File: config.mk
export PLATFORM = sky130hd
export DESIGN_NAME = pixel_mean_reciprocal_divider
export DESIGN_NICKNAME = d
export VERILOG_FILES = /design/src/rtl/pixel_mean_reciprocal_divider.sv
export SDC_FILE = /design/constraint.sdc
export NUM_CORES = 1
export LEC_CHECK = 0
export BUFFER_PORTS_ARGS = -buffer_cell sky130_fd_sc_hd__buf_2
export CAP_MARGIN = 20
export CELL_PAD_IN_SITES_DETAIL_PLACEMENT = 1
export CELL_PAD_IN_SITES_GLOBAL_PLACEMENT = 2
export CORE_ASPECT_RATIO = 0.8
export CORE_MARGIN = 2
export CORE_UTILIZATION = 25
export DETAILED_ROUTE_END_ITERATION = 8
export GPL_TIMING_DRIVEN = 0
export PLACE_DENSITY = 0.55
export SYNTH_ARGS = -nofsm -noshare
export SYNTH_HDL_FRONTEND = slang
export SYNTH_SLANG_ARGS = --single-unit
File: constraint.sdc
create_clock -name clk -period 7.9 [get_ports clk]
set_input_delay 1.58 -clock clk [delete_from_list [all_inputs] [get_ports clk]]
set_output_delay 1.58 -clock clk [all_outputs]
set_load 0.01 [all_outputs]
File: src/rtl/pixel_mean_reciprocal_divider.sv
`default_nettype none
// ============================================================================
// Module   : pixel_mean_reciprocal_divider
// Purpose  : Accumulates a tlast-delimited group of unsigned pixels and
//            emits the rounded group mean. The division is replaced by a
//            multiply with a fractional reciprocal fetched from an external
//            LUT (count -> round(2^N_BITS_OUT / count)).
// Ports    : clk, rst_n                   clock, async active-low reset
//            s_pixel_tdata/tvalid/tlast   pixel input stream
//            s_pixel_tready               pixel accept (ACCUM state only)
//            number_out/number_out_tvalid group count request to the LUT
//            reciprocal_in/_tvalid        reciprocal answer from the LUT
//            m_mean_tdata/tvalid/tready   group mean output stream
//            group_truncated              1-cycle pulse on forced close
// Revision : 1.0 - initial release
// ============================================================================
module pixel_mean_reciprocal_divider #(
  parameter int PIXEL_W    = 12,
  parameter int N_BITS_IN  = 8,
  parameter int N_BITS_OUT = 16,
  parameter int SUM_W      = PIXEL_W + N_BITS_IN
) (
  input  logic                  clk,
  input  logic                  rst_n,
  input  logic [PIXEL_W-1:0]    s_pixel_tdata,
  input  logic                  s_pixel_tvalid,
  input  logic                  s_pixel_tlast,
  output logic                  s_pixel_tready,
  output logic [N_BITS_IN-1:0]  number_out,
  output logic                  number_out_tvalid,
  input  logic [N_BITS_OUT-1:0] reciprocal_in,
  input  logic                  reciprocal_in_tvalid,
  output logic [PIXEL_W-1:0]    m_mean_tdata,
  output logic                  m_mean_tvalid,
  input  logic                  m_mean_tready,
  output logic                  group_truncated
);

  localparam int PROD_W = SUM_W + N_BITS_OUT;

  localparam logic [N_BITS_IN-1:0] c_CNT_ONE  = N_BITS_IN'(1);
  localparam logic [N_BITS_IN-1:0] c_CNT_MAX  = {N_BITS_IN{1'b1}};
  localparam logic [PROD_W:0]      c_HALF     = (PROD_W+1)'(1) << (N_BITS_OUT-1);
  localparam logic [SUM_W:0]       c_MEAN_MAX = (SUM_W+1)'({PIXEL_W{1'b1}});

  typedef enum logic [2:0] {
    ST_ACCUM = 3'd0,
    ST_REQ   = 3'd1,
    ST_WAIT  = 3'd2,
    ST_MULT  = 3'd3,
    ST_OUT   = 3'd4
  } state_t;

  state_t r_state;
  state_t w_state_next;

  logic [SUM_W-1:0]      r_sum;
  logic [N_BITS_IN-1:0]  r_count;
  logic [N_BITS_OUT-1:0] r_recip;
  logic [PROD_W-1:0]     r_product;
  logic                  r_trunc;

  logic                  w_pix_hs;
  logic [SUM_W-1:0]      w_sum_inc;
  logic [N_BITS_IN-1:0]  w_cnt_inc;
  logic                  w_hit_max;
  logic                  w_close;
  logic [PROD_W-1:0]     w_product;
  logic [SUM_W:0]        w_quot;
  logic [PIXEL_W-1:0]    w_clamped;
  logic                  w_bypass;

  // Ready is gated by rst_n so it reads 0 for the whole time reset is held,
  // not just after the first edge.
  assign s_pixel_tready = rst_n && (r_state == ST_ACCUM);
  assign w_pix_hs       = s_pixel_tvalid && s_pixel_tready;
  assign w_sum_inc      = r_sum + SUM_W'(s_pixel_tdata);
  assign w_cnt_inc      = r_count + c_CNT_ONE;
  assign w_hit_max      = (w_cnt_inc == c_CNT_MAX);
  assign w_close        = w_pix_hs && (s_pixel_tlast || w_hit_max);

  assign w_product = PROD_W'(r_sum) * PROD_W'(r_recip);
  // Round-half-up, then drop the fractional bits.
  assign w_quot    = (SUM_W+1)'(({1'b0, r_product} + c_HALF) >> N_BITS_OUT);
  assign w_clamped = (w_quot > c_MEAN_MAX) ? {PIXEL_W{1'b1}} : w_quot[PIXEL_W-1:0];

  // A single-pixel group skips the LUT; its mean is the pixel itself.
  // The count is held through OUT, so it identifies that case there.
  assign w_bypass  = (r_count == c_CNT_ONE);

  assign number_out        = r_count;
  assign number_out_tvalid = (r_state == ST_REQ);
  assign m_mean_tvalid     = (r_state == ST_OUT);
  assign m_mean_tdata      = (r_state != ST_OUT) ? '0 :
                             (w_bypass ? r_sum[PIXEL_W-1:0] : w_clamped);
  assign group_truncated   = r_trunc;

  always_ff @(posedge clk or negedge rst_n) begin
    if (!rst_n) begin
      r_state <= ST_ACCUM;
    end else begin
      r_state <= w_state_next;
    end
  end

  always_comb begin
    w_state_next = r_state;
    case (r_state)
      ST_ACCUM: begin
        if (w_close) begin
          w_state_next = (w_cnt_inc == c_CNT_ONE) ? ST_OUT : ST_REQ;
        end
      end
      ST_REQ:  w_state_next = ST_WAIT;
      ST_WAIT: begin
        if (reciprocal_in_tvalid) begin
          w_state_next = ST_MULT;
        end
      end
      ST_MULT: w_state_next = ST_OUT;
      ST_OUT: begin
        if (m_mean_tready) begin
          w_state_next = ST_ACCUM;
        end
      end
      default: w_state_next = ST_ACCUM;
    endcase
  end

  always_ff @(posedge clk or negedge rst_n) begin
    if (!rst_n) begin
      r_sum     <= '0;
      r_count   <= '0;
      r_recip   <= '0;
      r_product <= '0;
      r_trunc   <= 1'b0;
    end else begin
      r_trunc <= 1'b0;
      case (r_state)
        ST_ACCUM: begin
          if (w_pix_hs) begin
            r_sum   <= w_sum_inc;
            r_count <= w_cnt_inc;
            r_trunc <= w_hit_max && !s_pixel_tlast;
          end
        end
        ST_WAIT: begin
          if (reciprocal_in_tvalid) begin
            r_recip <= reciprocal_in;
          end
        end
        ST_MULT: r_product <= w_product;
        ST_OUT: begin
          if (m_mean_tready) begin
            r_sum   <= '0;
            r_count <= '0;
          end
        end
        default: ;
      endcase
    end
  end

endmodule
`default_nettype wire

==> summary.txt <==
Row cnt: 78
RSZ-0062 raised after global routing: no
CP Max Fanout: 10
Detailed-route via count: 11,625
Drt drc: 0
Post-Synthesis Cell Area: 14,480 sq um
Slew Limit Fails: 0
HP Class: register to register
Die height: 219.3 microns
Synthesized netlist net count: 2,055
H-Tree Depth: 3
EDFF count, synth: 0
Total routed wirelength: 52,820 microns
Final Hold Fails: 0
Top delay family on crit path: adder cells
Post-synthesis sequential area ratio: 0.1192
Fmax: 0.1311 GHz
Synth area leaders: fa_1 35%, dfrtp_1 12%, ha_1 11%, inv_1 7.5%, and2_1 6.7%
Die area: 59,870 sq um
WP data required: 8.13 ns
Initial antenna violation count: 3
All-Layer GR Usage: 0.1850
Sink Count: 69
Clk slew on worst S/H paths: 0.08 ns
Final Skew: 0.02112 ns
Syn avg cell area: 8.781 sq um
Post-route minimum period: 7.629 ns
Measured slew at the worst slew-check pin: 1.065 ns
Crit-path cells: clkbuf_1 > nand2_1 > fa_1 > inv_1 > fa_1 > inv_1 > fa_1 > inv_1 > fa_1 > fa_1 > inv_1 > fa_1 > inv_1 > ha_1 > o21ai_0 > a21oi_1 > a2111oi_0 > nand3_1 > nand2_1 > xor2_1 > o21ai_1
Startpoint type of the worst setup path: register
Largest net degree at the start of global routing: 59
Area growth, synth to finish: 11.41%
Clock tree buffer depth: 2
Hold Path Depth: 2
Post-route cell area: 16,130 sq um
Final GP Congestion: 0.7969
Post-Route Utilization: 0.2831
Max-cap violations: 0
Reg-to-reg setup timing slack: 0.27 ns
Share of cells above drive strength 1: 0.06965
Hold_sp: r_product[20]
Root Driver: clkbuf_16
Die Wd: 273.1 microns
Worst Path Arrival: 7.86 ns
Final WS setup: 0.2714 ns
Multi-input gate area: 11,310 sq um
Initial core utilization: 0.2541
CP bufs+invs: 6
First-pass GRT wire length: 81,850 microns
Hold EP: r_product[20]
Storage element area: 1727 sq um
Post-Synthesis Cells: 1,649
Critical path type: register to register
Top cell type's share of synthesized area: 0.3456
Asr flop ratio synth: 1.000
Synth area leader: fa_1
Worst-skew pair later-pin latency: 0.38 ns
Slowest Stage Delay on Critical Path: 0.86 ns
Hold-fix buffers at CTS: 0
CTS tree: built
Commonest non-fill, non-tap cells in the layout: 290 x inv_1, 250 x fa_1, 246 x nand2_1, 154 x and2_1, 122 x ha_1
GR Util met1: 0.2888
RR Startpoint: r_sum[5]
TritonCTS Buffers: 9
I/O Buffers: 57
CP max stage cell: dfrtp_1
Synth unique cells: 77
Remaining Overflow, GRT: 0
Routed len/inst: 21.26 microns
HPWL Detailed: 44,230 microns
Worst setup EP type: register
CP most frequent cell: fa_1
GR Layer Usage met3: 0.02057
Top FF cell, synth: dfrtp_1
YS warnings: 0
Placed Area: 15,750 sq um
Initial DRT Pass Iterations: 5
Vias in the first global route: 12,802
Met2 Use GR: 0.2806
Synthesized flop and latch total: 69
Fill count: 6,744
Most common cell after layout, fill and taps aside: inv_1
Cells on worst reg2reg path: 21
Nets@finish: 2,124
Setup-failing EPs final: 0
ANT nets after route: 0
DR vias/cell: 4.678
DP Worst Slack: -0.1975 ns
Final hold slack: 0.5162 ns
Post-CTS Setup Bufs: 0
I/O pins: 58
Slew headroom: 0.2875
DRT iter0 DRCs: 532
Placeable Area: 56,990 sq um
Final cycle utilization of the critical path: 0.9656
Outcome: finished clean
Worst R2R End: r_product[21]
Post-cts sizing count: 5
Layer with the highest usage: met1
[metrics by stage]
step / instances / setup TNS [ns]
floorplan: 1649 / 0
global placement: 2466 / -0.2583
detailed placement: 2467 / -0.2589
CTS: 2483 / 0
global route: 2483 / 0
finish: 2485 / 0
[area by class of cell]
| type | instances | area share |
|---|---|---|
| Antenna cell | 2 | 0.0003102 |
| Clock buffer | 9 | 0.01396 |
| Multi-Input combinational cell | 1198 | 0.7010 |
| Sequential cell | 69 | 0.1070 |
| Inverter | 290 | 0.06747 |
| Tap cell | 760 | 0.05894 |
| Timing Repair Buffer | 58 | 0.01954 |
| Buffer | 92 | 0.02365 |
| Clock inverter | 7 | 0.008066 |
[how the worst max path moves through the flow]
stage	from	end	cells past startpoint
final	r_sum[5]	r_product[21]	21
after global routing	r_sum[5]	r_product[25]	21
after CTS	r_sum[8]	r_product[30]	20
after detailed placement	r_sum[9]	r_product[30]	21
after global placement	r_sum[9]	r_product[30]	21
after floorplan	r_sum[9]	r_product[30]	21
[worst register-to-register path, delay by kind of cell (launching register included)]
| kind | cells | cell delay, ns |
|---|---|---|
| adders and majority gates | 7 | 3.49 |
| AOI/OAI and AO/OA | 4 | 1.13 |
| and+or+nand+nor | 3 | 0.86 |
| buffers and inverters | 6 | 0.95 |
| DFF | 1 | 0.86 |
| xor gates and xnor gates | 1 | 0.19 |
[state kept, by name (all words and copies together), names as in the netlist]
name,cells
group_truncated,1
number_out,8
r_product,21
r_recip,16
r_sum,20
r_state,3
[cell usage after synthesis, types with 10 or more instances]
master    instances
fa_1            250
ha_1            122
nor2_1           45
xnor2_1          23
nand2_1         246
nand4_1          21
inv_1           290
a21oi_1          49
and2_1          154
o21ai_0          40
nor3_1           13
nand3_1          27
o21a_1           10
a21o_1           17
o221a_1          12
dfrtp_1          69
mux2_2           16
o21ai_1          16
clkbuf_1         88
xor2_1           15
[layer usage]
layer	wire length [microns]	vias to the layer above
li1	-	5341
met1	28320	6131
met3	1418	12
met2	22840	141
met4	245	0
met5	0	-
[logic make-up after synthesis]
family | count (synthesis) | share of synthesized area
DFF | 69 | 0.1192
xor gates and xnor gates | 38 | 0.02298
adders and majority gates | 372 | 0.4510
AOI/OAI and AO/OA | 207 | 0.09695
muxes | 21 | 0.01624
buffers and inverters | 382 | 0.1001
and+or+nand+nor | 560 | 0.1935
Power is not shown: default switching activity piles up to over one toggle a cycle in this logic, so the estimate is an artifact.
